File: src/rtl/apb_mux_tmo_pkg.sv
// Shared types and sizing helpers for the APB interconnect with decode error and watchdog.
package apb_mux_pkg;

  typedef enum logic [1:0] {
    IDLE   = 2'd0,
    ACCESS = 2'd1,
    DECERR = 2'd2
  } apb_mux_state_t;

  localparam int MAX_SLAVES = 32;

  function automatic int idx_width(input int n);
    return (n > 1) ? $clog2(n) : 1;
  endfunction

endpackage

File: src/rtl/apb_mux_tmo_if.sv
// Master-side APB3 signals seen by the interconnect.
interface apb_mux_tmo_if #(
  parameter int PADDR_SIZE = 12,
  parameter int PDATA_SIZE = 32
) ();

  logic                  MST_PSEL;
  logic                  MST_PENABLE;
  logic [PADDR_SIZE-1:0] MST_PADDR;
  logic [PDATA_SIZE-1:0] MST_PRDATA;
  logic                  MST_PREADY;
  logic                  MST_PSLVERR;

  modport master (
    output MST_PSEL, MST_PENABLE, MST_PADDR,
    input  MST_PRDATA, MST_PREADY, MST_PSLVERR
  );

  modport slave (
    input  MST_PSEL, MST_PENABLE, MST_PADDR,
    output MST_PRDATA, MST_PREADY, MST_PSLVERR
  );

endinterface

File: src/rtl/apb_mux_tmo_addr_decoder.sv
// Window compare per slave plus lowest-index priority encode; a zero mask disables a window.
module apb_addr_decoder
  import apb_mux_pkg::*;
#(
  parameter  int PADDR_SIZE = 12,
  parameter  int SLAVES     = 4,
  localparam int IDX_W      = idx_width(SLAVES)
) (
  input  logic [PADDR_SIZE-1:0] paddr,
  input  logic [PADDR_SIZE-1:0] slv_addr [SLAVES],
  input  logic [PADDR_SIZE-1:0] slv_mask [SLAVES],
  output logic                  hit,
  output logic [IDX_W-1:0]      idx
);

  logic [SLAVES-1:0] hit_vec;

  always_comb begin
    hit_vec = '0;
    for (int s = 0; s < SLAVES; s++) begin
      hit_vec[s] = (|slv_mask[s]) &&
                   ((paddr & slv_mask[s]) == (slv_addr[s] & slv_mask[s]));
    end
  end

  // Scan downwards so the lowest matching index is the last one written.
  always_comb begin
    hit = 1'b0;
    idx = '0;
    for (int s = SLAVES - 1; s >= 0; s--) begin
      if (hit_vec[s]) begin
        hit = 1'b1;
        idx = IDX_W'(s);
      end
    end
  end

endmodule

File: src/rtl/apb_mux_tmo.sv
// APB3 1-to-N interconnect: decode, held slave index, DECERR response, PREADY watchdog, sticky flags.
//   state  | meaning
//   IDLE   | waiting for setup; decode drives SLV_PSEL combinationally
//   ACCESS | routed to sel_idx until PREADY or watchdog expiry
//   DECERR | unmapped address, zero-wait error response
module apb_mux_tmo
  import apb_mux_pkg::*;
#(
  parameter int PADDR_SIZE = 12,
  parameter int PDATA_SIZE = 32,
  parameter int SLAVES     = 4,
  parameter int TIMEOUT    = 256
) (
  input  logic                  PCLK,
  input  logic                  PRESET,
  apb_mux_tmo_if.slave          mst,
  input  logic [PADDR_SIZE-1:0] slv_addr    [SLAVES],
  input  logic [PADDR_SIZE-1:0] slv_mask    [SLAVES],
  output logic [SLAVES-1:0]     SLV_PSEL,
  input  logic [PDATA_SIZE-1:0] SLV_PRDATA  [SLAVES],
  input  logic [SLAVES-1:0]     SLV_PREADY,
  input  logic [SLAVES-1:0]     SLV_PSLVERR,
  output logic                  tmo_o,
  output logic                  decerr_o,
  output logic [SLAVES-1:0]     tmo_status_o,
  input  logic                  clr_status_i
);

  localparam int IDX_W = idx_width(SLAVES);
  localparam int CNT_W = (TIMEOUT > 0) ? $clog2(TIMEOUT + 1) : 1;

  apb_mux_state_t  state, state_nxt;
  logic [IDX_W-1:0] sel_idx, sel_idx_nxt;
  logic [IDX_W-1:0] dec_idx;
  logic             dec_hit;
  logic             setup;
  logic             sel_ready;
  logic             tmo_fire;
  logic             cnt_clr;
  logic             cnt_inc;
  logic [PDATA_SIZE-1:0] prdata;
  logic             pready;
  logic             pslverr;
  logic [SLAVES-1:0] status_nxt;

  apb_addr_decoder #(
    .PADDR_SIZE (PADDR_SIZE),
    .SLAVES     (SLAVES)
  ) u_dec (
    .paddr    (mst.MST_PADDR),
    .slv_addr (slv_addr),
    .slv_mask (slv_mask),
    .hit      (dec_hit),
    .idx      (dec_idx)
  );

  assign setup     = mst.MST_PSEL & ~mst.MST_PENABLE;
  assign sel_ready = SLV_PREADY[sel_idx];

  generate
    if (TIMEOUT > 0) begin : g_wdog
      logic [CNT_W-1:0] cnt;

      always_ff @(posedge PCLK) begin
        if (PRESET) begin
          cnt <= '0;
        end else if (cnt_clr) begin
          cnt <= '0;
        end else if (cnt_inc && (cnt != {CNT_W{1'b1}})) begin
          cnt <= cnt + 1'b1;
        end
      end

      // A ready slave in the expiry cycle takes precedence over the watchdog.
      assign tmo_fire = (state == ACCESS) && mst.MST_PSEL && !sel_ready &&
                        (cnt == CNT_W'(TIMEOUT - 1));
    end else begin : g_no_wdog
      assign tmo_fire = 1'b0;
    end
  endgenerate

  always_ff @(posedge PCLK) begin
    if (PRESET) begin
      state   <= IDLE;
      sel_idx <= '0;
    end else begin
      state   <= state_nxt;
      sel_idx <= sel_idx_nxt;
    end
  end

  always_comb begin
    state_nxt   = state;
    sel_idx_nxt = sel_idx;
    cnt_clr     = 1'b0;
    cnt_inc     = 1'b0;
    SLV_PSEL    = '0;
    prdata      = '0;
    pready      = 1'b0;
    pslverr     = 1'b0;
    tmo_o       = 1'b0;
    decerr_o    = 1'b0;

    case (state)
      IDLE: begin
        if (setup) begin
          cnt_clr = 1'b1;
          if (dec_hit) begin
            SLV_PSEL[dec_idx] = 1'b1;
            sel_idx_nxt       = dec_idx;
            state_nxt         = ACCESS;
          end else begin
            state_nxt = DECERR;
          end
        end
      end

      ACCESS: begin
        if (!mst.MST_PSEL) begin
          cnt_clr   = 1'b1;
          state_nxt = IDLE;
        end else if (tmo_fire) begin
          pready    = 1'b1;
          pslverr   = 1'b1;
          tmo_o     = 1'b1;
          cnt_clr   = 1'b1;
          state_nxt = IDLE;
        end else begin
          SLV_PSEL[sel_idx] = 1'b1;
          pready            = sel_ready;
          pslverr           = SLV_PSLVERR[sel_idx];
          if (sel_ready) begin
            prdata    = SLV_PRDATA[sel_idx];
            cnt_clr   = 1'b1;
            state_nxt = IDLE;
          end else begin
            cnt_inc = 1'b1;
          end
        end
      end

      DECERR: begin
        if (mst.MST_PSEL) begin
          pready   = 1'b1;
          pslverr  = 1'b1;
          decerr_o = 1'b1;
        end
        state_nxt = IDLE;
      end

      default: begin
        state_nxt = IDLE;
      end
    endcase
  end

  assign mst.MST_PRDATA  = prdata;
  assign mst.MST_PREADY  = pready;
  assign mst.MST_PSLVERR = pslverr;

  // A timeout in the same cycle as a clear still leaves its own flag set.
  always_comb begin
    status_nxt = clr_status_i ? '0 : tmo_status_o;
    if (tmo_o) begin
      status_nxt[sel_idx] = 1'b1;
    end
  end

  always_ff @(posedge PCLK) begin
    if (PRESET) begin
      tmo_status_o <= '0;
    end else begin
      tmo_status_o <= status_nxt;
    end
  end

endmodule

File: src/flat_wrapper.sv
// flat-port wrapper written by rule: the top's interface ports become plain ports
module apb_mux_tmo_flat import apb_mux_pkg::*;
#(
  parameter int PADDR_SIZE = 12,
  parameter int PDATA_SIZE = 32,
  parameter int SLAVES     = 4,
  parameter int TIMEOUT    = 256
)
  (PCLK, PRESET, slv_addr, slv_mask, SLV_PSEL, SLV_PRDATA, SLV_PREADY, SLV_PSLVERR, tmo_o, decerr_o, tmo_status_o, clr_status_i, mst_MST_PSEL, mst_MST_PENABLE, mst_MST_PADDR, mst_MST_PRDATA, mst_MST_PREADY, mst_MST_PSLVERR);
  apb_mux_tmo_if #(.PADDR_SIZE(PADDR_SIZE), .PDATA_SIZE(PDATA_SIZE)) mst_i ();
  input  logic PCLK;
  input  logic PRESET;
  input  logic [PADDR_SIZE-1:0] slv_addr[SLAVES];
  input  logic [PADDR_SIZE-1:0] slv_mask[SLAVES];
  output logic [SLAVES-1:0] SLV_PSEL;
  input  logic [PDATA_SIZE-1:0] SLV_PRDATA[SLAVES];
  input  logic [SLAVES-1:0] SLV_PREADY;
  input  logic [SLAVES-1:0] SLV_PSLVERR;
  output logic tmo_o;
  output logic decerr_o;
  output logic [SLAVES-1:0] tmo_status_o;
  input  logic clr_status_i;
  input wire logic [$bits(mst_i.MST_PSEL)-1:0] mst_MST_PSEL;
  input wire logic [$bits(mst_i.MST_PENABLE)-1:0] mst_MST_PENABLE;
  input wire logic [$bits(mst_i.MST_PADDR)-1:0] mst_MST_PADDR;
  output wire logic [$bits(mst_i.MST_PRDATA)-1:0] mst_MST_PRDATA;
  output wire logic [$bits(mst_i.MST_PREADY)-1:0] mst_MST_PREADY;
  output wire logic [$bits(mst_i.MST_PSLVERR)-1:0] mst_MST_PSLVERR;
  assign mst_i.MST_PSEL = mst_MST_PSEL;
  assign mst_i.MST_PENABLE = mst_MST_PENABLE;
  assign mst_i.MST_PADDR = mst_MST_PADDR;
  assign mst_MST_PRDATA = mst_i.MST_PRDATA;
  assign mst_MST_PREADY = mst_i.MST_PREADY;
  assign mst_MST_PSLVERR = mst_i.MST_PSLVERR;
  apb_mux_tmo #(.PADDR_SIZE(PADDR_SIZE), .PDATA_SIZE(PDATA_SIZE), .SLAVES(SLAVES), .TIMEOUT(TIMEOUT)) u_core (.PCLK(PCLK), .PRESET(PRESET), .mst(mst_i), .slv_addr(slv_addr), .slv_mask(slv_mask), .SLV_PSEL(SLV_PSEL), .SLV_PRDATA(SLV_PRDATA), .SLV_PREADY(SLV_PREADY), .SLV_PSLVERR(SLV_PSLVERR), .tmo_o(tmo_o), .decerr_o(decerr_o), .tmo_status_o(tmo_status_o), .clr_status_i(clr_status_i));
endmodule
File: config.mk
export PLATFORM = sky130hd
export DESIGN_NAME = apb_mux_tmo_flat
export DESIGN_NICKNAME = d
export VERILOG_FILES = /design/src/rtl/apb_mux_tmo_pkg.sv /design/src/rtl/apb_mux_tmo_if.sv /design/src/rtl/apb_mux_tmo_addr_decoder.sv /design/src/rtl/apb_mux_tmo.sv /design/src/flat_wrapper.sv
export SDC_FILE = /design/constraint.sdc
export NUM_CORES = 1
export LEC_CHECK = 0
export CORE_MARGIN = 10
export CORE_UTILIZATION = 31
export CTS_CLUSTER_SIZE = 14
export DETAILED_ROUTE_END_ITERATION = 7
export PLACE_DENSITY = 0.88
export SYNTH_ARGS = -nofsm -noshare
export SYNTH_HDL_FRONTEND = slang
export SYNTH_SLANG_ARGS = --single-unit
File: constraint.sdc
create_clock -name PCLK -period 3.26 [get_ports PCLK]
set_clock_uncertainty 0.05 [all_clocks]
set_input_delay 0.652 -clock PCLK [delete_from_list [all_inputs] [get_ports PCLK]]
set_output_delay 0.652 -clock PCLK [all_outputs]
set_load 0.02 [all_outputs]
## Yosys cells after proc, flatten, opt, wreduce, memory -nomap -nowiden

Cells that the tools add are included.

| word-level totals | value |
|---|---|
| memories kept | 0 |
| register bits | 17 |
| ROM bits | 0 |
| word-level logic and storage cells | 107 |
| latch bits | 0 |
| RAM bits | 0 |

| cells by class | value |
|---|---|
| reductions and logical operators | 19 |
| shift operators | 0 |
| multipliers | 0 |
| multiplexer cells | 56 |
| order comparisons | 5 |
| add/subtract/negate cells | 1 |
| bitwise logic cells | 12 |
| equal/unequal tests | 10 |
| divide/modulo/power cells | 0 |

Operator list:

| operator | count |
|---|---|
| $mux W32 | 6 |
| $and A12 B12 Y12 | 8 |
| $bmux W32 S2 | 1 |
| $eq A12 B12 Y1 | 4 |
| $reduce_or A12 Y1 | 4 |
| $mux W1 | 25 |
| $mux W4 | 6 |
| $mux W2 | 9 |
| $logic_and A1 B1 Y1 | 10 |
| $add A9 B1 Y9 const B | 1 |
| $eq A9 B8 Y1 const B | 1 |
| $ne A9 B9 Y1 const B | 1 |
| $pmux W4 S2 | 1 |
| $lt A2 B3 Y1 const B | 2 |
| $pmux W1 S2 | 3 |
| $bmux W1 S2 | 2 |
| $demux W1 S2 | 2 |
| $ge A2 B1 Y1 const B | 2 |
| $ne A4 B2 Y1 const B | 1 |
| $or A4 B4 Y4 | 1 |
| $pmux W2 S2 | 1 |
| $ge A3 B3 Y1 const B | 1 |
| $not A2 Y3 | 1 |
| $reduce_and A3 Y1 | 1 |
| other kinds (9) | 9 |

## Logic depth before layout (Yosys ltp)

Gate-level depths: netlist of the first run.

| logic depth | value |
|---|---|
| depth in word-level cells | 14 |
| gate-level depth with buffers | 9 |

## Cells and area by module

From an unflattened synthesis of the first run, not the netlist that was laid out.

| unflattened totals | value |
|---|---|
| cells, all modules | 314 |
| area, all modules | 2966.6 um2 |

By module, submodules not included:

| module | cells each | area an instance (um2) | times used |
|---|---|---|---|
| apb_mux_tmo | 210 | 2160.8 | 1 |
| apb_addr_decoder | 104 | 805.8 | 1 |

## Worst setup path before layout of the first run

Ideal clock, no wire load.

| timing | value |
|---|---|
| path kind | input to output |
| from | input SLV_PREADY[3] |
| to | output mst_MST_PSLVERR |
| data required time | 2.558 ns |
| stages on the path | 5 |
| arrival | 2.466 ns |
| slack | 0.092 ns |
| buffers on the path | 0 |
| cell sequence | mux4_2 -> or3b_2 -> inv_1 -> a31oi_1 -> a21boi_0 |

| on the way | value |
|---|---|
| cells in the longest elaborated chain, start to end | 8 |

RTL lines:

| item | line | source |
|---|---|---|
| start: declaration | flat_wrapper.sv:17 | `input logic [SLAVES-1:0] SLV_PREADY;` |
| $bmux W1 S2 | apb_mux_tmo.sv:58 | `assign sel_ready = SLV_PREADY[sel_idx];` |
| $mux W1 (implied by the code) | apb_mux_tmo.sv:58 |  |
| $logic_not A1 Y1 | apb_mux_tmo.sv:75 | `assign tmo_fire = (state == ACCESS) && mst.MST_PSEL && !sel_ready &&` |
| $logic_and A1 B1 Y1 (2 in a row) | apb_mux_tmo.sv:75 |  |
| $mux W1 | apb_mux_tmo.sv:122 | `end else if (tmo_fire) begin` |
| $mux W1 | apb_mux_tmo.sv:119 | `if (!mst.MST_PSEL) begin` |
| $pmux W1 S2 | apb_mux_tmo.sv:104 | `case (state)` |
| end: declaration | flat_wrapper.sv:28 | `output wire logic [$bits(mst_i.MST_PSLVERR)-1:0] mst_MST_PSLVERR;` |

No other way between the ends. The select of a mux whose other input is x is not followed.

## Worst setup path after layout of the first run

| timing | value |
|---|---|
| from | input SLV_PREADY[3] |
| to | output mst_MST_PRDATA[14] |

| on the way | value |
|---|---|
| cells in the longest elaborated chain, start to end | 8 |

RTL lines:

| item | line | source |
|---|---|---|
| $bmux W1 S2 (*) | apb_mux_tmo.sv:58 |  |
| $mux W1 (implied by the code) (*) | apb_mux_tmo.sv:58 |  |
| $logic_not A1 Y1 | apb_mux_tmo.sv:75 |  |
| $logic_and A1 B1 Y1 (2 in a row) | apb_mux_tmo.sv:75 |  |
| $mux W32 (*) | apb_mux_tmo.sv:122 |  |
| $mux W32 (*) | apb_mux_tmo.sv:119 |  |
| $mux W32 (*) | apb_mux_tmo.sv:104 |  |
| end: declaration | flat_wrapper.sv:26 | `output wire logic [$bits(mst_i.MST_PRDATA)-1:0] mst_MST_PRDATA;` |

Every way passes the cells marked *; elsewhere a longest branch is shown, timed or not. The select of a mux whose other input is x is not followed.

==> results of run 1 <==
-- layout make-up --
type                       count  share of cell area (%)
antenna                        1                  0.0416
clock buffer                   3                   0.686
clock inverter                 1                   0.125
inverter                       8                   0.499
multi-input combinational    257                    38.8
sequential                    17                    5.67
tap                          108                    2.24
timing repair buffer         319                    51.9
-- Yosys cell counts (5+ instances only) --
cell type   n  share of area, %
xor2_1     52                17
mux4_2     34                28
nor2b_1    32               7.4
a22oi_1    24               6.6
nor2_1     21               2.9
dfxtp_1    17                13
nand2_1    14               1.9
nor4_1     12               2.8
nand3_1    11               2.0
clkbuf_1    8               1.1
inv_1       8               1.1
o21ai_0     7               1.3
a21oi_1     6               1.1
ha_1        6               2.8
nand4_1     6               1.4
nor3_1      5              0.92
-- power by group --
part	leakage (nW)	switching (mW)	internal (mW)
clock network	0.0217	0.0841	0.0863
logic	2.24	0.171	0.377
registers	0.138	0.00145	0.210
-- metrics by stage --
step                hold WS, ns  power [mW]  setup TNS (ns)  setup slack (ns)
finish                    0.412       0.929               0            0.0387
global route              0.437       0.969               0           0.00467
CTS                       0.411       0.922         -0.0196           -0.0196
detailed placement        0.401       0.752           -8.77            -0.531
global placement          0.396       0.737           -6.85            -0.442
floorplan                 0.408       0.367               0            0.0917
-- flip-flops by register name, indices dropped and copies added, names as in the netlist --
register / cells
u_core.state: 2
u_core.sel_idx: 2
u_core.tmo_status_o: 4
u_core.g_wdog.cnt: 9
-- routing by layer --
metal	vias up	track usage, %	share of wire [%]
li1	1741	-	-
met1	1848	26.0	34
met5	-	0	0
met2	203	49.0	54
met3	44	6.19	7.9
met4	0	10.7	4.4
-- cell families (layout without fill, tap and decap cells) --
logic type / count (synthesis) / in the layout / synth area share (%)
XOR/XNOR: 53 / 53 / 17.1
flip-flops: 17 / 17 / 12.6
multiplexers: 36 / 36 / 29.0
AO/OA/AOI/OAI: 47 / 47 / 12.1
other: 0 / 1 / 0
adder cells (fa/ha/maj): 6 / 6 / 2.77
AND/OR/NAND/NOR: 115 / 115 / 23.5
buffers and inverters: 21 / 331 / 3.00
-- final timing paths --
check,start,endpoint,depth (start not counted)
max,SLV_PREADY[3],mst_MST_PRDATA[14],7
min,u_core.tmo_status_o[2],u_core.tmo_status_o[2],2
max reg2reg,u_core.g_wdog.cnt[0],u_core.g_wdog.cnt[7],9
min reg2reg,u_core.tmo_status_o[2],u_core.tmo_status_o[2],2
-- critical path, cell delays in order --
cell and delay [ns]:
clkdlybuf4s50_1 0.42, mux4_2 0.52, buf_4 0.18, nand3_2 0.15, clkbuf_16 0.21, nor2b_1 0.05, dlygate4sd2_1 0.33
-- what timing repair did --
item,in CTS,in global routing
endpoints found under the hold margin,0,0
buffers inserted,0,0
endpoints found under the setup margin,39,37
pin swaps,0,2
hold buffers,0,0
cloned,0,1
resized for setup,67,17
==> impl_results.md, run 1 <==
- Slew Viols, Final: 0
- Die H: 114 µm
- Slew HR: 66.3%
- Overall routing resource usage: 25.8%
- Share of cells above drive strength 1: 14.4%
- Yosys warnings: 0
- Wirelength, routed: 18300 µm
- Worst EP required: 2.56 ns
- Final setup vio count: 0
- Final period utilization: 98.8%
- Max-Cap Viols: 0
- Least-Margin Pin Slew: 0.506 ns
- Leak Pwr: 2.40 nW
- Die Wd: 114 µm
- Syn Inst Count: 295
- Die area: 12900 µm²
- Starting Density: 31.4%
- Multi-input logic area: 2340 µm²
- CTS max path bufs: 2
- Core Footprint: 8640 µm²
- Asr flop ratio synth: 0%
- # IOs: 293
- Commonest non-fill, non-tap cell in the layout: clkdlybuf4s50_1
- Register area share after synthesis: 12.6%
- Post-DRT Antenna Nets: 0
- Achievable Freq: 0.310 GHz
- CTS tree: built
- EDFF count, synth: 0
- Seq. cell area: 342 µm²
- Crit-path max FO: 16
- PortBufs: 292
- Unique cell type count in the Yosys netlist: 38
- 1st-pass router iterations: 4
- Initial antenna violation count: 1
- Final Hold Viols: 0
- # rows: 34
- Num CTS Buffers: 3
- Dpl cells: 708
- Final nets: 861
- Remaining routing DRC violations: 0
- Startpoint class of the critical path: input port
- HP Class: register to register
- Maximum VDD drop: 0.296 mV
- Util after Layout: 69.7%
- H-tree Lvls: 1
- Fillers: 688
- Clk slew on worst S/H paths: 0.07 ns
- GP Congestion: 0.982
- Detailed Place HPWL: 15900 µm
- RSZ-0062 raised after global routing: false
- Crit path DAT: 2.52 ns
- Synth Flop Type: dfxtp_1
- First-pass GRT wire length: 25800 µm
- DR vias/cell: 5.37
- Post-Synthesis Cell Area: 2710 µm²
- Total congestion overflow: 0
- Clk_lat worst skew: 0.26 ns
- Final instance area: 6020 µm²
- Area grow syn2layout: 122%
- WL/cell: 25.6 µm
- Largest net degree at the start of global routing: 40
- Crit Path Category: input port to output port
- Outcome: completed
- Non-filler cells, final: 714
- Synthesized net count: 550
- FF+latch count, synth: 17
- Clock Tree Root: clkbuf_8
- Number of global-route vias before repair: 4169
- Initial DRC Count: 253
- Area of placed instances: 5940 µm²
- Reg-to-reg slack, setup: 0.91 ns
- TritonCTS Sinks: 17
- Min Tclk post-route: 3.22 ns
- Mapped Avg Cell Area: 9.19 µm²
- Power density over cell area: 154 nW/µm²
- Vias: 3836
- Commonest cells after routing, fill and taps aside: clkdlybuf4s50_1 (247), xor2_1 (52), mux4_2 (34)
- CP endpoint kind: output port
Note: power is estimated with default switching activity, not from simulation.
==> run 2, diff against run 1 <==
- CORE_UTILIZATION: 31 -> 30
- CTS_BUF_LIST: default -> sky130_fd_sc_hd__clkbuf_8
- PLACE_DENSITY: 0.88 -> 0.85
==> run 2 against run 1 <==
Effect of this change:
- first-iteration DRC count up 4.0%
- register-to-register slack worse by 0.06 ns
- power down 0.94%
- largest power group unchanged
- critical path depth unchanged
==> impl_results.md, run 2 (synthesis gave the netlist of run 1 again) <==
- Reg-to-reg slack, setup: 0.85 ns
- Area of placed instances: 6000 µm²
- Reg-to-Reg End: u_core.g_wdog.cnt[7]
- H-tree Lvls: 1
- Initial DRC Count: 263
- Num CTS Buffers: 3
- Share of cells above drive strength 1: 15.5%
- Startpoint class of the critical path: input port
- Worst EP required: 2.56 ns
- Starting Density: 30.9%
- Least-Margin Pin Slew: 0.499 ns
- Core Footprint: 8760 µm²
- Seq. cell area: 342 µm²
- Largest register FFs: 9
- Min Tclk post-route: 3.22 ns
- Slew HR: 66.7%
- Area grow syn2layout: 124%
- CTS Hold Buffers Added: 0
- Leak Pwr: 2.47 nW
- Top Family by Delay on Critical Path: buffers and inverters
- Worst setup path end: SLV_PSEL[1]
- RSZ-0062 raised after global routing: false
- 1st-pass router iterations: 6
- Slew Viols, Final: 0
- Critical path cell sequence: clkdlybuf4s50_1, mux4_2, or3b_4, buf_4, nand3_2, o21ai_0, buf_2
- Commonest cells after routing, fill and taps aside: clkdlybuf4s50_1 (243), xor2_1 (52), mux4_2 (34), buf_4 (34), dlygate4sd2_1 (33)
- Critical Path Source: SLV_PREADY[1]
- Maximum VDD drop: 0.207 mV
- Crit Path Category: input port to output port
- Overall routing resource usage: 25.1%
- Largest net degree at the start of global routing: 40
- Clk_lat worst skew: 0.25 ns
- CP endpoint kind: output port
- Die area: 13200 µm²
- Remaining routing DRC violations: 0
- Total congestion overflow: 0
- Final nets: 869
- TritonCTS Sinks: 17
- Crit path DAT: 2.52 ns
- Worst Path Buf+Inv: 3
- Non-filler cells, final: 722
- WL/cell: 25.1 µm
- # rows: 34
- HP Class: register to register
- Multi-input logic area: 2330 µm²
- CTS max path bufs: 2
- Wirelength, routed: 18100 µm
- Power, Total: 0.920 mW
- Fillers: 689
- Die H: 115 µm
- Crit-path max FO: 5
- DR vias/cell: 5.33
- Final setup vio count: 0
- Final period utilization: 98.7%
- Depth of the most critical reg-to-reg path: 9
- # IOs: 293
- Initial antenna violation count: 1
- Number of global-route vias before repair: 4158
- Biggest regs: u_core.g_wdog.cnt (9), u_core.tmo_status_o (4)
- Dpl cells: 716
- Outcome: completed
- Final Hold Viols: 0
- First-pass GRT wire length: 25600 µm
- Most flops, register: u_core.g_wdog.cnt
- Die Wd: 115 µm
- Slowest CP cell: mux4_2
- CP peak stage delay: 0.51 ns
- Clock Tree Root: clkbuf_8
- Power density over cell area: 151 nW/µm²
- Vias: 3845
- Reg2reg start: u_core.g_wdog.cnt[0]
- Final instance area: 6080 µm²
- Levels on crit path: 7
- Commonest non-fill, non-tap cell in the layout: clkdlybuf4s50_1
- GP Congestion: 1.07
- Achievable Freq: 0.311 GHz
- PortBufs: 292
- Max-Cap Viols: 0
- Detailed Place HPWL: 15900 µm
- Clk slew on worst S/H paths: 0.07 ns
- CTS tree: built
- Post-DRT Antenna Nets: 0
[run 2: changes by cell type in the layout (fill, tap and decap cells not counted), moves of 2 or more]
cell,before,now
dlymetal6s2s_1,6,10
nor4_1,12,10
nor4_2,0,2
buf_4,27,34
clkdlybuf4s50_1,247,243
[run 2: what timing repair did]
action / 4_1_cts / 5_1_grt
pin swaps: 0 / 1
resized for setup: 63 / 22
buffers inserted: 0 / 0
setup endpoints to repair: 39 / 14
gates cloned: 0 / 1
[run 2: worst min path at each step]
stage | startpoint | end | cells after the start | slack [ns]
floorplan | u_core.state[0] | u_core.state[0] | 2 | 0.41
global placement | u_core.tmo_status_o[2] | u_core.tmo_status_o[2] | 2 | 0.40
detailed placement | u_core.tmo_status_o[2] | u_core.tmo_status_o[2] | 2 | 0.41
CTS | u_core.tmo_status_o[2] | u_core.tmo_status_o[2] | 2 | 0.42
global route | u_core.tmo_status_o[2] | u_core.tmo_status_o[2] | 2 | 0.45
finish | u_core.tmo_status_o[2] | u_core.tmo_status_o[2] | 2 | 0.42
[run 2: layer usage]
| layer | wire (µm) | global-route usage (%) | vias up |
|---|---|---|---|
| met5 | 0 | 0 | - |
| met4 | 552 | 8.33 | 0 |
| met3 | 1660 | 7.45 | 30 |
| li1 | - | - | 1755 |
| met2 | 9780 | 47.7 | 227 |
| met1 | 6130 | 25.2 | 1833 |
[run 2: worst reg2reg max path, delay by kind of cell, from the launching register on]
| family | cells | cell delay (ns) |
|---|---|---|
| buf+inv | 1 | 0.15 |
| flops | 1 | 0.35 |
| fa+ha+maj | 2 | 0.44 |
| simple gates | 5 | 1.21 |
| compound gates | 1 | 0.15 |
[run 2: through the flow]
step / hold WS, ns / setup TNS (ns) / worst slack [ns] / utilization (%)
floorplan: 0.408 / 0 / 0.0917 / -
global placement: 0.399 / -7.53 / -0.452 / 68.5
detailed placement: 0.412 / -8.22 / -0.486 / 68.5
CTS: 0.421 / 0 / 0.00140 / 68.3
global route: 0.447 / 0 / 0.00518 / 69.4
finish: 0.421 / 0 / 0.0413 / 69.4
[run 2: cell type report]
type | instances | share of cell area, %
multi-input cells | 257 | 38.4
flip-flops and latches | 17 | 5.61
clock buffers | 3 | 0.679
repair buffers | 327 | 52.5
diodes | 1 | 0.0411
inverters | 8 | 0.494
well taps | 108 | 2.22
clock inverters | 1 | 0.0823
[run 2: where the power goes]
part	total (mW)	switching [mW]	internal [mW]
Clock	0.157	0.0720	0.0848
Sequential	0.211	0.00144	0.210
Combinational	0.552	0.171	0.382
Total	0.920	0.244	0.676
==> edit, RTL diff (settings of run 1) <==
`TIMEOUT` is set to 256 in 2 places; all go to 512.
--- a/src/rtl/apb_mux_tmo.sv
+++ b/src/rtl/apb_mux_tmo.sv
@@ -9,7 +9,7 @@
   parameter int PADDR_SIZE = 12,
   parameter int PDATA_SIZE = 32,
   parameter int SLAVES     = 4,
-  parameter int TIMEOUT    = 256
+  parameter int TIMEOUT    = 512
 ) (
   input  logic                  PCLK,
   input  logic                  PRESET,
--- a/src/flat_wrapper.sv
+++ b/src/flat_wrapper.sv
@@ -4,7 +4,7 @@
   parameter int PADDR_SIZE = 12,
   parameter int PDATA_SIZE = 32,
   parameter int SLAVES     = 4,
-  parameter int TIMEOUT    = 256
+  parameter int TIMEOUT    = 512
 )
   (PCLK, PRESET, slv_addr, slv_mask, SLV_PSEL, SLV_PRDATA, SLV_PREADY, SLV_PSLVERR, tmo_o, decerr_o, tmo_status_o, clr_status_i, mst_MST_PSEL, mst_MST_PENABLE, mst_MST_PADDR, mst_MST_PRDATA, mst_MST_PREADY, mst_MST_PSLVERR);
   apb_mux_tmo_if #(.PADDR_SIZE(PADDR_SIZE), .PDATA_SIZE(PDATA_SIZE)) mst_i ();
Formal check against the unedited RTL: same outputs for any inputs over 10 cycles, from zero or initial values and one cycle with PRESET high; that may be too few to reach the edited logic, so the function may still have changed.
==> edit against run 1 <==
Utilization up 0.36 points. Clock power grew 5%. Power increased by 3.3%. Routed wire length is 2.0% lower. Combinational power rose by 2%. Synthesized area grew 1.4%. Final cell count up 1.8%. Worst setup slack better by 0.037 ns. Sequential cell count grew 1. Hold slack gained 0.042 ns. Global-route usage is 0.061 points higher. Final area rose by 1.0%. Synthesized cell count increased by 1.0%. Critical path type unchanged. Largest cell class unchanged.
==> edit: results (changes against run 1) <==
stage	metric	value	unit	change
yosys	Avg Inst Size Synth	9.22	sq um	was 9.19 sq um
global_route	met1 Usage GRT	25.8	%	was 26.0%
clock_tree	Setup Buffers After CTS	0		unchanged
sta	worst-margin pin slew	0.630	ns	was 0.506 ns
clock_tree	clk slew on worst S/H paths	0.07	ns	about the same
outcome	status	finished, final reports clean		unchanged
yosys	Post-synth top cells	xor2_1, mux4_2, nor2b_1, nor2_1, a22oi_1		was xor2_1, mux4_2, nor2b_1, a22oi_1, nor2_1
routing	via count	3828		was 3836
place	post-DP HPWL	16000	um	was 15900 um
power_and_ir_drop	Peak VDD IR	0.000273	V	was 0.000296 V
global_route	met2 usage	48.2	%	was 49.0%
global_route	vias in the first global route	4232		was 4169
place	DP Area	6050	sq um	was 5940 sq um
worst_hold_path	worst min path class	flop to flop		unchanged
place	Port Buf Inserts	292		unchanged
final_layout	FILL cells	702		was 688
final_layout	layout cell share with drive strength beyond 1	15.7	%	was 14.4%
final_layout	top flop regs	u_core.g_wdog.cnt: 10 flops, u_core.tmo_status_o: 4 flops		was u_core.g_wdog.cnt: 9 flops, u_core.tmo_status_o: 4 flops
yosys	Synth area leaders	mux4_2, xor2_1, dfxtp_1		unchanged
global_route	largest net degree at the start of global routing	41		was 40
final_layout	NumNets Final	870		was 861
yosys	syn nets	551		was 550
routing	via-per-instance ratio	5.27		was 5.37
routing	final WL	17900	um	was 18300 um
setup_path	crit-path max cell delay	0.50	ns	was 0.52 ns
global_route	met3 Use GR	8.70	%	was 6.19%
place	GPL Wtd Cong	0.954		was 0.982
clock_tree	worst skew pair latency	0.25	ns	
setup_path	Data arrival, critical path	2.48	ns	was 2.52 ns
routing	initial DRC count	147		was 253
global_route	initial antenna violation count	3		was 1
clock_tree	TritonCTS Buffers	3		unchanged
yosys	Ys Warns	0		unchanged
power_and_ir_drop	LEAKAGE	2.40	nW	about the same
global_route	first-pass GRT wire length	25900	um	was 25800 um
yosys	Synth Flop Type	dfxtp_1		unchanged
yosys	Seq/Total Area, Yosys	13.1	%	was 12.6%
routing	drt pass-1 iters	4		unchanged
place	dpl cells	720		was 708
setup_path	CP Max Fanout	32		was 16
final_layout	Reg area	362	sq um	was 342 sq um
place	dpl ws	-0.522	ns	was -0.531 ns
global_route	total track usage	25.8	%	about the same
yosys	FFs w/ async S/R, synth	0	%	unchanged
yosys	unique cell type count in the Yosys netlist	37		was 38
-- edit: cell types whose count changed in the layout (fill, tap and decap cells not counted), sizes merged, moves of 3 or more --
cell / delta
buf: +13
nor2: +12
nand2: -7
a21oi: -5
nor3: -5
dlygate4sd2: +4
dlymetal6s2s: -4
a22oi: +3
-- edit: cells by family after synthesis --
group | Yosys count | share of synthesized area (%)
and+or+nand+nor | 115 | 22.3
adders and majority gates | 4 | 1.82
muxes | 35 | 28.2
AOI/OAI and AO/OA | 46 | 12.9
buffers and inverters | 24 | 3.73
DFF | 18 | 13.1
xor gates and xnor gates | 56 | 17.8
-- edit: final timing paths --
path / from / to / slack (ns) / cells after the start
hold / removal: u_core.state[0] / u_core.state[0] / 0.45 / 2
setup reg to reg: u_core.sel_idx[0] / u_core.g_wdog.cnt[9] / 0.93 / 8
setup / recovery: SLV_PREADY[2] / mst_MST_PRDATA[16] / 0.08 / 7
hold reg to reg: u_core.state[0] / u_core.state[0] / 0.45 / 2
-- edit: layout make-up --
type / instances / area share [%]
antenna: 3 / 0.123
clock buffer: 4 / 0.905
inverter: 8 / 0.494
multi-input combinational: 256 / 38.2
sequential: 18 / 5.95
tap: 108 / 2.22
timing repair buffer: 330 / 52.1
-- edit: power breakdown --
part | total [mW] | switching [mW] | internal [mW] | leakage, nW
Combinational | 0.557 | 0.172 | 0.385 | 2.22
Clock | 0.179 | 0.0713 | 0.107 | 0.0288
Sequential | 0.224 | 0.00166 | 0.222 | 0.146
-- edit: metal layers --
metal | part of all wire [%] | wire length (um) | vias to the layer above
met4 | 3.7 | 657 | 0
met5 | 0 | 0 | -
li1 | - | - | 1765
met2 | 54 | 9600 | 184
met3 | 9.2 | 1650 | 39
met1 | 33 | 5990 | 1840
-- edit: timing repair --
action,4_1_cts,5_1_grt
gates cloned,0,0
hold endpoints to repair,0,0
pin swaps,4,1
endpoints found under the setup margin,39,4
gates resized for setup,72,7
-- edit: critical path: cells and delay by family --
kind,cells,cell delay (ns)
multiplexers,1,0.50
AND/OR/NAND/NOR,2,0.19
buffers and inverters,4,1.12
